`src/rtl/vga_timing_gen_pkg.sv`:
```
// Package vga_timing_pkg: shared constants and helpers for the VGA raster timing generator.
//   - default 640x480@60 mode values (porch/sync widths, pixel divider)
//   - sync polarity constants
//   - h_total/v_total mode-size functions and a clog2-based counter width helper
package vga_timing_pkg;

  localparam int DEF_CLK_DIV   = 4;
  localparam int DEF_H_DISPLAY = 640;
  localparam int DEF_H_FRONT   = 16;
  localparam int DEF_H_SYNC    = 96;
  localparam int DEF_H_BACK    = 48;
  localparam int DEF_V_DISPLAY = 480;
  localparam int DEF_V_FRONT   = 10;
  localparam int DEF_V_SYNC    = 2;
  localparam int DEF_V_BACK    = 33;

  localparam bit POL_ACTIVE_LOW  = 1'b0;
  localparam bit POL_ACTIVE_HIGH = 1'b1;

  function automatic int h_total(int display, int front, int sync, int back);
    return display + front + sync + back;
  endfunction

  function automatic int v_total(int display, int front, int sync, int back);
    return display + front + sync + back;
  endfunction

  // Width needed to hold values 0..max_value.
  function automatic int cw_for(int max_value);
    return (max_value < 1) ? 1 : $clog2(max_value + 1);
  endfunction

  localparam int DEF_CW = cw_for(h_total(DEF_H_DISPLAY, DEF_H_FRONT, DEF_H_SYNC, DEF_H_BACK) - 1);

endpackage

```
`src/rtl/vga_timing_gen_if.sv`:
```
// Interface vga_timing_gen_if: raster timing bundle from the generator to pixel/sprite logic.
//   master (generator): drives p_tick, hsync, vsync, video_on, line_start, frame_start, x, y
//   slave  (consumer) : receives the same signals
interface vga_timing_gen_if #(
  parameter int CW = 10
) ();
  logic          p_tick;
  logic          hsync;
  logic          vsync;
  logic          video_on;
  logic          line_start;
  logic          frame_start;
  logic [CW-1:0] x;
  logic [CW-1:0] y;

  modport master (
    output p_tick, hsync, vsync, video_on, line_start, frame_start, x, y
  );

  modport slave (
    input p_tick, hsync, vsync, video_on, line_start, frame_start, x, y
  );
endinterface

```
`src/rtl/vga_timing_gen_pixel_tick_div.sv`:
```
// Module pixel_tick_div: divides clk into a one-clk pixel strobe.
//   clk, reset (async, active-high), enable (low freezes the divider)
//   p_tick: high while enabled and the divider sits at 0; combinational from the divider register
module pixel_tick_div #(
  parameter int CLK_DIV = 4
) (
  input  logic clk,
  input  logic reset,
  input  logic enable,
  output logic p_tick
);
  localparam int            DW      = (CLK_DIV > 1) ? $clog2(CLK_DIV) : 1;
  localparam logic [DW-1:0] DIV_MAX = DW'(CLK_DIV - 1);

  logic [DW-1:0] div;

  always_ff @(posedge clk or posedge reset) begin
    if (reset) begin
      div <= '0;
    end else if (enable) begin
      div <= (div == DIV_MAX) ? '0 : div + DW'(1);
    end
  end

  // With CLK_DIV=1 the divider never leaves 0, so p_tick simply follows enable.
  assign p_tick = enable && (div == '0);
endmodule

```
`src/rtl/vga_timing_gen.sv`:
```
// Module vga_timing_gen: parametrised VGA raster timing generator.
//   clk, reset (async, active-high), enable (low freezes divider, counters and outputs)
//   vga (master modport): p_tick strobe plus registered hsync/vsync/video_on/line_start/
//   frame_start/x/y, all describing the pixel the counters held before the last p_tick edge.
module vga_timing_gen
  import vga_timing_pkg::*;
#(
  parameter int CLK_DIV   = DEF_CLK_DIV,
  parameter int H_DISPLAY = DEF_H_DISPLAY,
  parameter int H_FRONT   = DEF_H_FRONT,
  parameter int H_SYNC    = DEF_H_SYNC,
  parameter int H_BACK    = DEF_H_BACK,
  parameter int V_DISPLAY = DEF_V_DISPLAY,
  parameter int V_FRONT   = DEF_V_FRONT,
  parameter int V_SYNC    = DEF_V_SYNC,
  parameter int V_BACK    = DEF_V_BACK,
  parameter bit HS_POL    = POL_ACTIVE_LOW,
  parameter bit VS_POL    = POL_ACTIVE_LOW,
  parameter int CW        = DEF_CW
) (
  input  logic             clk,
  input  logic             reset,
  input  logic             enable,
  vga_timing_gen_if.master vga
);
  localparam int H_TOTAL = h_total(H_DISPLAY, H_FRONT, H_SYNC, H_BACK);
  localparam int V_TOTAL = v_total(V_DISPLAY, V_FRONT, V_SYNC, V_BACK);

  localparam logic [CW-1:0] H_MAX    = CW'(H_TOTAL - 1);
  localparam logic [CW-1:0] V_MAX    = CW'(V_TOTAL - 1);
  localparam logic [CW-1:0] H_VIS    = CW'(H_DISPLAY);
  localparam logic [CW-1:0] V_VIS    = CW'(V_DISPLAY);
  localparam logic [CW-1:0] HS_START = CW'(H_DISPLAY + H_FRONT);
  localparam logic [CW-1:0] HS_END   = CW'(H_DISPLAY + H_FRONT + H_SYNC);
  localparam logic [CW-1:0] VS_START = CW'(V_DISPLAY + V_FRONT);
  localparam logic [CW-1:0] VS_END   = CW'(V_DISPLAY + V_FRONT + V_SYNC);

  logic          p_tick;
  logic [CW-1:0] h;
  logic [CW-1:0] v;

  logic          video_on_d;
  logic          hs_act_d;
  logic          vs_act_d;

  logic          hsync_q;
  logic          vsync_q;
  logic          video_on_q;
  logic          line_start_q;
  logic          frame_start_q;
  logic [CW-1:0] x_q;
  logic [CW-1:0] y_q;

  pixel_tick_div #(
    .CLK_DIV (CLK_DIV)
  ) u_div (
    .clk    (clk),
    .reset  (reset),
    .enable (enable),
    .p_tick (p_tick)
  );

  always_ff @(posedge clk or posedge reset) begin
    if (reset) begin
      h <= '0;
      v <= '0;
    end else if (p_tick) begin
      if (h == H_MAX) begin
        h <= '0;
        v <= (v == V_MAX) ? '0 : v + CW'(1);
      end else begin
        h <= h + CW'(1);
      end
    end
  end

  // vsync decodes v only, and v moves only on the h wrap, so vsync edges land on line boundaries.
  always_comb begin
    video_on_d = (h < H_VIS) && (v < V_VIS);
    hs_act_d   = (h >= HS_START) && (h < HS_END);
    vs_act_d   = (v >= VS_START) && (v < VS_END);
  end

  // Output registers load the decode of the pre-edge (h,v), so they lag the counters by one pixel.
  always_ff @(posedge clk or posedge reset) begin
    if (reset) begin
      hsync_q       <= ~HS_POL;
      vsync_q       <= ~VS_POL;
      video_on_q    <= 1'b0;
      line_start_q  <= 1'b0;
      frame_start_q <= 1'b0;
      x_q           <= '0;
      y_q           <= '0;
    end else if (p_tick) begin
      hsync_q       <= hs_act_d ? HS_POL : ~HS_POL;
      vsync_q       <= vs_act_d ? VS_POL : ~VS_POL;
      video_on_q    <= video_on_d;
      line_start_q  <= (h == '0);
      frame_start_q <= (h == '0) && (v == '0);
      x_q           <= h;
      y_q           <= v;
    end
  end

  assign vga.p_tick      = p_tick;
  assign vga.hsync       = hsync_q;
  assign vga.vsync       = vsync_q;
  assign vga.video_on    = video_on_q;
  assign vga.line_start  = line_start_q;
  assign vga.frame_start = frame_start_q;
  assign vga.x           = x_q;
  assign vga.y           = y_q;
endmodule
```
`src/flat_wrapper.sv`:
```
// flat-port wrapper written by rule: the top's interface ports become plain ports
module vga_timing_gen_flat import vga_timing_pkg::*;
#(
  parameter int CLK_DIV   = DEF_CLK_DIV,
  parameter int H_DISPLAY = DEF_H_DISPLAY,
  parameter int H_FRONT   = DEF_H_FRONT,
  parameter int H_SYNC    = DEF_H_SYNC,
  parameter int H_BACK    = DEF_H_BACK,
  parameter int V_DISPLAY = DEF_V_DISPLAY,
  parameter int V_FRONT   = DEF_V_FRONT,
  parameter int V_SYNC    = DEF_V_SYNC,
  parameter int V_BACK    = DEF_V_BACK,
  parameter bit HS_POL    = POL_ACTIVE_LOW,
  parameter bit VS_POL    = POL_ACTIVE_LOW,
  parameter int CW        = DEF_CW
)
  (clk, reset, enable, vga_p_tick, vga_hsync, vga_vsync, vga_video_on, vga_line_start, vga_frame_start, vga_x, vga_y);
  vga_timing_gen_if #(.CW(CW)) vga_i ();
  input  logic clk;
  input  logic reset;
  input  logic enable;
  output wire logic [$bits(vga_i.p_tick)-1:0] vga_p_tick;
  output wire logic [$bits(vga_i.hsync)-1:0] vga_hsync;
  output wire logic [$bits(vga_i.vsync)-1:0] vga_vsync;
  output wire logic [$bits(vga_i.video_on)-1:0] vga_video_on;
  output wire logic [$bits(vga_i.line_start)-1:0] vga_line_start;
  output wire logic [$bits(vga_i.frame_start)-1:0] vga_frame_start;
  output wire logic [$bits(vga_i.x)-1:0] vga_x;
  output wire logic [$bits(vga_i.y)-1:0] vga_y;
  assign vga_p_tick = vga_i.p_tick;
  assign vga_hsync = vga_i.hsync;
  assign vga_vsync = vga_i.vsync;
  assign vga_video_on = vga_i.video_on;
  assign vga_line_start = vga_i.line_start;
  assign vga_frame_start = vga_i.frame_start;
  assign vga_x = vga_i.x;
  assign vga_y = vga_i.y;
  vga_timing_gen #(.CLK_DIV(CLK_DIV), .H_DISPLAY(H_DISPLAY), .H_FRONT(H_FRONT), .H_SYNC(H_SYNC), .H_BACK(H_BACK), .V_DISPLAY(V_DISPLAY), .V_FRONT(V_FRONT), .V_SYNC(V_SYNC), .V_BACK(V_BACK), .HS_POL(HS_POL), .VS_POL(VS_POL), .CW(CW)) u_core (.clk(clk), .reset(reset), .enable(enable), .vga(vga_i));
endmodule
```
`config.mk`:
```
export PLATFORM = sky130hd
export DESIGN_NAME = vga_timing_gen_flat
export DESIGN_NICKNAME = d
export VERILOG_FILES = /design/src/rtl/vga_timing_gen_pkg.sv /design/src/rtl/vga_timing_gen_if.sv /design/src/rtl/vga_timing_gen_pixel_tick_div.sv /design/src/rtl/vga_timing_gen.sv /design/src/flat_wrapper.sv
export SDC_FILE = /design/constraint.sdc
export NUM_CORES = 1
export LEC_CHECK = 0
export ABC_AREA = 1
export BUFFER_PORTS_ARGS = -buffer_cell sky130_fd_sc_hd__buf_2
export CAP_MARGIN = 15
export CORE_MARGIN = 3
export CORE_UTILIZATION = 45
export CTS_BUF_LIST = sky130_fd_sc_hd__clkbuf_8
export CTS_CLUSTER_DIAMETER = 200
export CTS_CLUSTER_SIZE = 28
export DETAILED_ROUTE_END_ITERATION = 8
export MAX_ROUTING_LAYER = met4
export SYNTH_ARGS = -nofsm -noshare
export SYNTH_HDL_FRONTEND = slang
export SYNTH_SLANG_ARGS = --single-unit
```
`constraint.sdc`:
```
create_clock -name clk -period 3.5 [get_ports clk]
set_input_delay 0.525 -clock clk [delete_from_list [all_inputs] [get_ports clk]]
set_output_delay 0.525 -clock clk [all_outputs]
set_load 0.02 [all_outputs]
```
==> results.yml <==
cells_and_area:
  layout_commonest_cell: "nand2_1"
  syn_to_final_growth_pct: 12.74
  diodes: 0
  final_area_um2: 2603
  fin_util_pct: 53.68
  final_cell_mix: "nand2_1, dfrtp_1, nor2_1, inv_1, buf_2"
  drive_gt1_share_pct: 18.39
  fin_nets: 318
clocking:
  clk_pin_slew_ns: 0.09
  cts_setup_buffers: 0
  cts_made_buffers: 5
  cts_tree: "built"
  cts_hold_repair.buffers: 0
  cts_root_buf: "clkbuf_8"
  h-tree-depth: 2
  clk_latency_ns: 0.30
  cts_resized: 0
  clock_sinks: 47
  cts_buffer_depth: 2
synth:
  synth_nets: 288
  netlist_instances: 279
  synth_warnings: 0
  ys_seq_area_share_pct: 51.06
  synth_edf_count: 0
  synth-main-ff-cell: "dfrtp_1"
  synth.avg_cell_area_um2: 8.274
  ys_ff_latch: 47
  synth_async_sr_flop_share_pct: 100.0
  synthDistinctLibCells: 29
  synthTopCellsByArea: "dfrtp_1, nand2_1, inv_1"
  synth_area_um2: 2308
  synth_top_area_cell: "dfrtp_1"
  synth_top_area_share_pct: 48.78
sta:
  hold_slack_ns: 0.4387
  fin_setup_tns_ns: 0
  final.min_clock_period_ns: 2.465
  finalClockSkew_ns: 0.009368
  report.final.setup_viol: 0
  period_share_pct: 70.42
  fmaxAchievable_mhz: 405.7
  tightest_slew_ns: 0.9671
  maxSlewViolCount: 0
  max-slew-margin-rel_pct: 35.43
  fin_ws_ns: 1.035
  rsz0062_at_grt: "false"
  hold_viol_final: 0
global_routing:
  grt_pass1_wl_um: 8390
  grt_max_degree: 48
  grt_use_met3_pct: 3.480
  track_usage_pct: 17.80
  grtUsageMet2_pct: 25.09
  grt.busiest_layer: "met1"
  antenna_found_initial: 0
  met1_usage_pct: 26.14
  gr-total-overflow: 0
  grt_pass1_vias: 1748
critical_path:
  worstPathArrival_ns: 1.94
  crit_path_start_kind: "register"
  worst-path-max-fanout: 43
  crit_path_end_kind: "output port"
  crit_chain: "inv_1 > ha_1 > nand2_4 > clkinv_2 > buf_2"
  crit_required_ns: 2.97
  path_class: "register to output port"
  slowest_delay_ns: 0.37
  crit_slowest_cell: "dfrtp_1"
power:
  leakage_uw: 0.001287
  power.density_nw_per_um2: 625.9
  ir_drop_mv: 0.4562
floorplanning:
  rows: 25
  coreArea_um2: 4848
  start_util_pct: 47.61
  die_width_um: 77.63
  fp.dieH_um: 77.63
  die_area_um2: 6026
  ios: 29
flow_run:
  cap_violations: 0
routing:
  drtAntennaViolNets: 0
  via_count: 1825
  drt_iter0_drc: 93
  drtPass1Iterations: 4
  drcViolationCount: 0
  via_per_inst: 4.841
  wl_um: 4723
  wl_per_cell_um: 12.53
placement:
  placed_cell_area_um2: 2510
  port_buffers: 28
  pre_cts_slack_ns: 1.332
  dp_hpwl_um: 3427
  gp_congestion: 0.8540
hold_path:
  hold_class: "input port to asynchronous set/reset pin"
status:
  outcome: "finished, final reports clean"
==> sequential cells by signal, indices dropped and copies added (netlist names) <==
signal,cells
u_core.vga.video_on,1
u_core.v,10
u_core.vga.x,10
u_core.h,10
u_core.u_div.div,2
u_core.vga.y,10
u_core.vga.hsync,1
u_core.vga.vsync,1
u_core.vga.frame_start,1
u_core.vga.line_start,1
==> final cells by class <==
cell class,count,area (um2)
multi-input cells,192,972.2
well taps,67,83.83
clock buffers,5,68.82
clock inverters,3,23.77
fillers,484,2246
inverters,35,135.1
flip-flops and latches,47,1179
repair buffers,28,140.1
==> layer usage <==
metal	up-vias	wire length, um
met5	-	0
met4	0	55
met3	7	170
met2	36	2006
met1	834	2490
li1	948	-
==> cell families (layout without fill, tap and decap cells) <==
logic type	count (synthesis)	count (layout)	synth area share (%)
and+or+nand+nor	148	148	29.59
DFF	47	47	51.06
buffers and inverters	40	71	6.829
AOI/OAI and AO/OA	36	36	8.509
adders and majority gates	6	6	3.252
xor gates and xnor gates	2	2	0.7589
==> per-stage QoR <==
| step | std cells | total power (uW) |
|---|---|---|
| final | 377 | 1629 |
| after global routing | 377 | 1753 |
| after CTS | 377 | 1652 |
| after detailed placement | 369 | 1308 |
| after global placement | 369 | 1297 |
| after floorplan | 279 | 1143 |
==> power by group <==
| part | total (uW) | internal (uW) | leakage, uW | switching, uW |
|---|---|---|---|---|
| Combinational | 525 | 165 | 0.000684 | 360 |
| Clock | 340 | 143 | 0.0000408 | 197 |
| Sequential | 763 | 674 | 0.000563 | 89.7 |
==> critical path: cells and delay by family, from the launching register on <==
kind,cells,cell delay [ns]
buffers and inverters,3,0.65
adder cells (fa/ha/maj),1,0.22
flip-flops,1,0.37
AND/OR/NAND/NOR,1,0.37
==> path summary, 6_finish.rpt <==
check / to / start / cells after the start / slack (ns)
worst max-delay path: vga_p_tick / u_core.u_div.div[0] / 5 / 1.04
worst min-delay path: u_core.u_div.div[1] / reset / 2 / 0.44
worst max register to register: u_core.h[8] / u_core.u_div.div[0] / 10 / 1.55
worst min register to register: u_core.vga.x[3] / u_core.vga.x[3] / 2 / 0.48
max in group asynchronous: u_core.v[8] / reset / 2 / 2.46
min in group clk: u_core.vga.x[3] / u_core.vga.x[3] / 2 / 0.48
==> cell usage after synthesis (2+ instances only) <==
cell and number:
o21ai_0 15, inv_1 31, nand3b_1 2, ha_1 6, clkbuf_1 2, o21ai_2 4, nand3_1 23, nor2_4 3
inv_2 2, nand2_1 74, nor3_1 2, xor2_1 2, a21oi_1 5, nor2_1 30, nand4_1 5, buf_2 3
dfrtp_1 45, dfstp_2 2, nor2_2 3, o21ai_1 11
(Power assumes the default switching activity.)
